--- src/rtl/data_bus_arbiter.sv ---
// data_bus_arbiter: shares one data-memory port between CPU and external master.
// Optional build macro DBUS_FIXED_PRIORITY_EN makes the CPU win every tie.
module data_bus_arbiter #(
  parameter int TIMEOUT_CYCLES  = 64,
  parameter int CNT_WIDTH       = 8,
  parameter int DATA_WIDTH      = 32,
  parameter int DATA_ADDR_WIDTH = 32
) (
  input  logic                       clk,
  input  logic                       rst,
  input  logic                       cpuReq,
  input  logic                       cpuWr,
  input  logic [DATA_ADDR_WIDTH-1:0] cpuAddr,
  input  logic [DATA_WIDTH-1:0]      cpuWrData,
  output logic [DATA_WIDTH-1:0]      cpuRdData,
  output logic                       cpuAck,
  output logic                       cpuStall,
  input  logic                       extReq,
  input  logic                       extWr,
  input  logic [DATA_ADDR_WIDTH-1:0] extAddr,
  input  logic [DATA_WIDTH-1:0]      extWrData,
  output logic [DATA_WIDTH-1:0]      extRdData,
  output logic                       extAck,
  output logic                       memReq,
  output logic                       memWr,
  output logic [DATA_ADDR_WIDTH-1:0] memAddr,
  output logic [DATA_WIDTH-1:0]      memWrData,
  input  logic [DATA_WIDTH-1:0]      memRdData,
  input  logic                       memAck,
  output logic                       timeoutErr
);

  localparam logic [1:0] S_IDLE = 2'd0;
  localparam logic [1:0] S_BUSY = 2'd1;
  localparam logic [1:0] S_DONE = 2'd2;

  localparam bit TO_EN = (TIMEOUT_CYCLES != 0);
  localparam logic [CNT_WIDTH-1:0] CNT_LAST =
    CNT_WIDTH'(TIMEOUT_CYCLES - 1);

  // owner/lastGrant encoding: 0 = CPU, 1 = EXT
  logic [1:0]                 state_q, state_d;
  logic                       owner_q, owner_d;
  logic                       last_q, last_d;
  logic [CNT_WIDTH-1:0]       cnt_q, cnt_d;
  logic                       wr_q, wr_d;
  logic [DATA_ADDR_WIDTH-1:0] addr_q, addr_d;
  logic [DATA_WIDTH-1:0]      wdata_q, wdata_d;
  logic [DATA_WIDTH-1:0]      rdata_q, rdata_d;
  logic                       terr_q, terr_d;
  logic                       pick_ext;
  logic                       busy, done;

  // Pick the winner among the requests seen in IDLE.
  always_comb begin
`ifdef DBUS_FIXED_PRIORITY_EN
    pick_ext = extReq & ~cpuReq;
`else
    pick_ext = extReq & (~cpuReq | ~last_q);
`endif
  end

  // Controller next-state and payload capture.
  always_comb begin
    state_d = state_q;
    owner_d = owner_q;
    last_d  = last_q;
    cnt_d   = cnt_q;
    wr_d    = wr_q;
    addr_d  = addr_q;
    wdata_d = wdata_q;
    rdata_d = rdata_q;
    terr_d  = terr_q;
    unique case (state_q)
      S_IDLE: begin
        if (cpuReq | extReq) begin
          owner_d = pick_ext;
          wr_d    = pick_ext ? extWr : cpuWr;
          addr_d  = pick_ext ? extAddr : cpuAddr;
          wdata_d = pick_ext ? extWrData : cpuWrData;
          cnt_d   = '0;
          state_d = S_BUSY;
        end
      end
      S_BUSY: begin
        if (memAck) begin
          rdata_d = memRdData;
          last_d  = owner_q;
          state_d = S_DONE;
        end else if (TO_EN && cnt_q == CNT_LAST) begin
          rdata_d = '0;
          terr_d  = 1'b1;
          last_d  = owner_q;
          state_d = S_DONE;
        end else begin
          cnt_d = cnt_q + CNT_WIDTH'(1);
        end
      end
      S_DONE: begin
        state_d = S_IDLE;
      end
      default: begin
        state_d = S_IDLE;
      end
    endcase
  end

  // State and payload registers; reset drops any transaction in flight.
  always_ff @(posedge clk) begin
    if (rst) begin
      state_q <= S_IDLE;
      owner_q <= 1'b0;
      last_q  <= 1'b1;
      cnt_q   <= '0;
      wr_q    <= 1'b0;
      addr_q  <= '0;
      wdata_q <= '0;
      rdata_q <= '0;
      terr_q  <= 1'b0;
    end else begin
      state_q <= state_d;
      owner_q <= owner_d;
      last_q  <= last_d;
      cnt_q   <= cnt_d;
      wr_q    <= wr_d;
      addr_q  <= addr_d;
      wdata_q <= wdata_d;
      rdata_q <= rdata_d;
      terr_q  <= terr_d;
    end
  end

  // Output decode from registered state.
  always_comb begin
    busy       = (state_q == S_BUSY);
    done       = (state_q == S_DONE);
    memReq     = busy;
    memWr      = busy & wr_q;
    memAddr    = addr_q;
    memWrData  = wdata_q;
    cpuAck     = done & ~owner_q;
    extAck     = done & owner_q;
    cpuRdData  = cpuAck ? rdata_q : '0;
    extRdData  = extAck ? rdata_q : '0;
    cpuStall   = cpuReq & ~cpuAck;
    timeoutErr = terr_q;
  end

endmodule
--- config.mk ---
export PLATFORM = sky130hd
export DESIGN_NAME = data_bus_arbiter
export DESIGN_NICKNAME = d
export VERILOG_FILES = /design/src/rtl/data_bus_arbiter.sv
export SDC_FILE = /design/constraint.sdc
export NUM_CORES = 1
export LEC_CHECK = 0
export BUFFER_PORTS_ARGS = -buffer_cell sky130_fd_sc_hd__buf_2
export CORE_AREA = 2 2 118 120
export DETAILED_ROUTE_END_ITERATION = 10
export DIE_AREA = 0 0 120 122
export PLACE_DENSITY = 0.74
export SETUP_SLACK_MARGIN = 0.3
export SYNTH_ARGS = -nofsm -noshare
export SYNTH_HDL_FRONTEND = slang
export SYNTH_SLANG_ARGS = --single-unit
--- constraint.sdc ---
create_clock -name clk -period 2.6 [get_ports clk]
set_input_delay 0.26 -clock clk [delete_from_list [all_inputs] [get_ports clk]]
set_output_delay 0.26 -clock clk [all_outputs]
set_load 0.05 [all_outputs]
Word level (Yosys, flattened, before mapping) --
Cells that the tools add are included.
Word-level totals: bits in registers 110, input port bits 167, output and inout port bits 134, word-level logic and storage cells 54
Operators by class: $add $sub $neg 1, equal/unequal tests 7, mux-type cells 17, bitwise gates (word level) 12, reductions and logical operators 8
Operators with widths (number):
- $mux W32 | 6
- $mux W8 | 3
- $pmux W8 S2 | 1
- $add A8 B1 Y8 const B | 1
- $eq A8 B6 Y1 const B | 1
- $mux W2 | 3
- $ne A2 B2 Y1 const B | 3
- $reduce_and A2 Y1 | 3
- $and A1 B1 Y1 | 5
- $not A1 Y1 | 5
- $pmux W2 S2 | 1
- $reduce_and A4 Y1 | 1
- $reduce_bool A2 Y1 | 2
- $mux W1 | 3
- $ne A3 B1 Y1 const B | 1
- $reduce_and A3 Y1 | 1
- $eq A2 B1 Y1 const B | 1
- $eq A2 B2 Y1 const B | 1
- $logic_not A2 Y1 | 1
- $or A1 B1 Y1 | 2

Depth between registers and ports, before layout --
depth in word-level cells 4, gate-level depth with buffers 6, depth with buffers taken out 5

Worst setup path after synthesis --
No wires, ideal clock.
path type flip-flop to output port, from register state_q[1], to output cpuRdData[22], arrival 1922 ps, required time 2340 ps, setup slack 418 ps, stages on the path, launching flop included 4, path buffers 1, cell sequence dfxtp_1 > nor3b_1 > clkbuf_1 > and2_1
Between the ends: cells in the longest elaborated chain, start to end 3
RTL lines:
- from (decl) | RTL line 42 | logic [1:0] state_q, state_d;
- from (signal assigned) | RTL line 121 | state_q <= state_d;
- $eq A2 B2 Y1 | RTL line 136 | done = (state_q == S_DONE);
- $and A1 B1 Y1 | RTL line 141 | cpuAck = done & ~owner_q;
- net cpuAck | RTL line 16 | output logic cpuAck,
- $mux W32 | RTL line 143 | cpuRdData = cpuAck ? rdata_q : '0;
- to (decl) | RTL line 15 | output logic [DATA_WIDTH-1:0] cpuRdData,
The timed path passes the listed nets, and every way through them passes these cells.

Worst setup path in the final report --
from register cnt_q[0], to register rdata_q[19]
Between the ends: cells in the longest elaborated chain, start to end 3
RTL lines:
- from (decl) | RTL line 45 | logic [CNT_WIDTH-1:0] cnt_q, cnt_d;
- from (signal assigned) | RTL line 124 | cnt_q <= cnt_d;
- $eq A8 B6 Y1 | RTL line 90 | end else if (TO_EN && cnt_q == CNT_LAST) begin
- $reduce_bool A2 Y1 (no source line)
- $reduce_and A2 Y1 (no source line)
- to (signal assigned) | RTL line 128 | rdata_q <= rdata_d;
- to (decl) | RTL line 49 | logic [DATA_WIDTH-1:0] rdata_q, rdata_d;
No other way between the ends. A chain may end at the register's enable or synchronous reset.

==> summary.txt <==
Die
  • Io pins: 301
  • Core area: 13500 um^2
  • Die area: 14600 um^2
  • Die X: 120 um
  • Die H: 122 um
  • Rows: 43
  • Starting Density: 36.6%

Global routing
  • Vias in the first global route: approximately 4200
  • Initial antenna violation count: 0
  • GR Overflow Total: 0
  • Pin count of the biggest net entering global routing: approximately 60
  • First-pass GRT wire length: 20100 um
  • All-Layer GR Usage: 17.2%

Synthesis
  • Avg Cell Area, Syn: 9.67 um^2
  • Cells taking the most area after synthesis: dfxtp_1, mux2i_1, a211oi_1
  • Cell variety after synth: 40
  • Top FF cell, synth: dfxtp_1
  • Seq/Total Area, Yosys: 44.6%
  • Fraction of registers with async set/reset: 0%
  • Most frequent cells after synthesis: dfxtp_1, nor2_1, mux2i_1
  • Top cell type by total area after synthesis: dfxtp_1
  • Post-synth top area share: 44.6%
  • Cells after Synth: slightly above 500
  • Most common cell in the netlist: dfxtp_1
  • Syn nets: 679
  • FF+latch count, synth: 110
  • Post-synth EDFFs: 0
  • YS warnings: 0
  • Cell area after synthesis: 4940 um^2

Cells and area
  • Nets: 963
  • # diodes: 0
  • Synth-to-layout area growth: 39.4%
  • Layout cells sized above 1: 42.6%
  • Final core occ: 51.0%
  • Finished Layout Cells: 980
  • Design area: between 6000 and 7000 um^2

Place
  • PortBufs: 300
  • Area after DPL: 6610 um^2
  • Placed Cells incl. Taps: ~960
  • DP Worst Slack: 0.641 ns
  • DP HPWL: ~10000 um
  • GP Congestion: 0.834

Routing
  • Vias per inst: 4.80
  • DRC: 0
  • ANT nets after route: 0
  • DRT iter0 DRCs: 122
  • Final wirelength: 13400 um
  • TritonRoute pass-1 iters: 6
  • WL per Instance: 13.7 um
  • Total number of vias: between 4000 and 5000

STA
  • Final setup margin: 0.604 ns
  • Tcrit/Tclk final: about three quarters
  • Fmax: roughly 500 MHz
  • Slew HR: 60.0%
  • Setup violations, final: 0
  • RSZ-0062 raised after global routing: false
  • Skew final: 0.00967 ns
  • Post-route setup TNS: 0 ns
  • Worst-Margin Slew: 0.598 ns
  • Worst Hold Slack: 0.127 ns
  • Post-layout min period: 2.00 ns
  • Max Slew Vio Count: 0
  • Final hold violations: 0

Status
  • Outcome: finished clean

Power and ir drop
  • Clk network pwr share: 29.4%
  • Worst VDD drop: 292 uV
  • Leakage: 3.40 nW
  • Comb pwr share: 26.6%
  • Switching power: 1.47 mW
  • Total power: 4.35 mW
  • Int Pwr: 2.88 mW
  • P per Cell Area: 632 nW/um^2
  • Part of the power in registers: roughly 44%
  • Switching Share: 33.8%

Clocking
  • Clk_lat worst skew: 0.34 ns
  • Total CTS buffers: 9
  • Clk sinks: between 100 and 150
  • Root Buffer: clkbuf_16
  • Post-CTS sizing: 0
  • H-tree depth: 3
  • Clock slew at reported path FFs: 0.07 ns
  • Postcts setup bufs: 0
  • TritonCTS clock tree: built
  • Max Buffers Root-to-Sink: 2
  • Hold-fix buffers at CTS: 0

Worst hold path
  • Worst hold path class: in -> reg

Setup path
  • CP startpoint kind: flop
  • CP Capture Type: flop
  • Crit path kind: reg -> reg
  • Critical Path AT: 2.22 ns
  • Worst Path Max Fanout: 32
  • Worst Path Required: 2.82 ns

Run
  • Max-Cap Viols: 0
[state kept, by name (all words and copies together) (netlist names)]
signal,count
memAddr,32
memWrData,32
state_q,2
timeoutErr,1
rdata_q,32
owner_q,1
last_q,1
wr_q,1
cnt_q,8
[worst paths after layout]
path	from	to	slack, ns	cells past startpoint
worst max-delay path	cnt_q[0]	rdata_q[19]	0.60	6
worst min-delay path	memRdData[22]	rdata_q[22]	0.13	2
worst max register to register	cnt_q[0]	rdata_q[19]	0.60	6
worst min register to register	timeoutErr	timeoutErr	0.47	2
[power groups by stage]
stage	Sequential (mW)	Combinational, mW	Clock [mW]
global placement	1.95	1.16	0
global route	1.93	1.24	1.41
finish	1.91	1.16	1.28
floorplan	2.35	0.423	0
CTS	1.91	1.17	1.33
detailed placement	1.95	1.17	0
[logic make-up (layout without fill, tap and decap cells)]
family	after synthesis	after routing	share of synthesized area, %
AOI/OAI and AO/OA	122	122	19.3
DFF	110	110	44.6
adders and majority gates	1	1	0.253
and+or+nand+nor	167	167	17.7
buffers and inverters	45	334	4.84
muxes	66	66	13.4
[layer usage]
| metal | share of wire, % | routed length, um | global-route usage [%] | vias up |
|---|---|---|---|---|
| met5 | 0 | 0 | 0 | - |
| met4 | 1.3 | 176 | 5.74 | 0 |
| met3 | 7.7 | 1030 | 4.07 | 13 |
| met2 | 50 | 6700 | 31.0 | 205 |
| met1 | 41 | 5490 | 19.9 | 2061 |
| li1 | - | - | - | 2424 |
[cell type report]
| cell class | count | area [um^2] |
|---|---|---|
| clock buffers | 12 | 246 |
| clock inverters | 4 | 31.3 |
| fillers | 1280 | 6620 |
| inverters | 2 | 7.51 |
| multi-input cells | 356 | 2520 |
| flip-flops and latches | 110 | 2200 |
| well taps | 180 | 225 |
| repair buffers | 316 | 1650 |
[layout by cell type, fill, tap and decap left out, drive strengths merged, types with 2 or more instances in the layout]
master,synthesis,layout
clkinv,0,3
mux2i,66,66
dfxtp,110,110
buf,26,316
nand2,2,2
o31ai,2,2
a21oi,9,9
and2,65,65
nand3,9,9
nand4,2,2
clkbuf,17,12
o21a,2,2
nor3b,3,3
a211oi,65,65
o21ai,4,4
nor2,72,72
nor3,3,3
a31oi,4,4
inv,2,3
and3,2,2
a22o,32,32
[worst max-delay path, stage by stage (launching register included)]
cell and delay (ns):
dfxtp_1 0.42, ha_1 0.27, or3b_4 0.44, o21bai_4 0.17, a21oi_4 0.07, buf_4 0.23, a22o_1 0.26
Note: power is estimated with default switching activity, not from simulation.
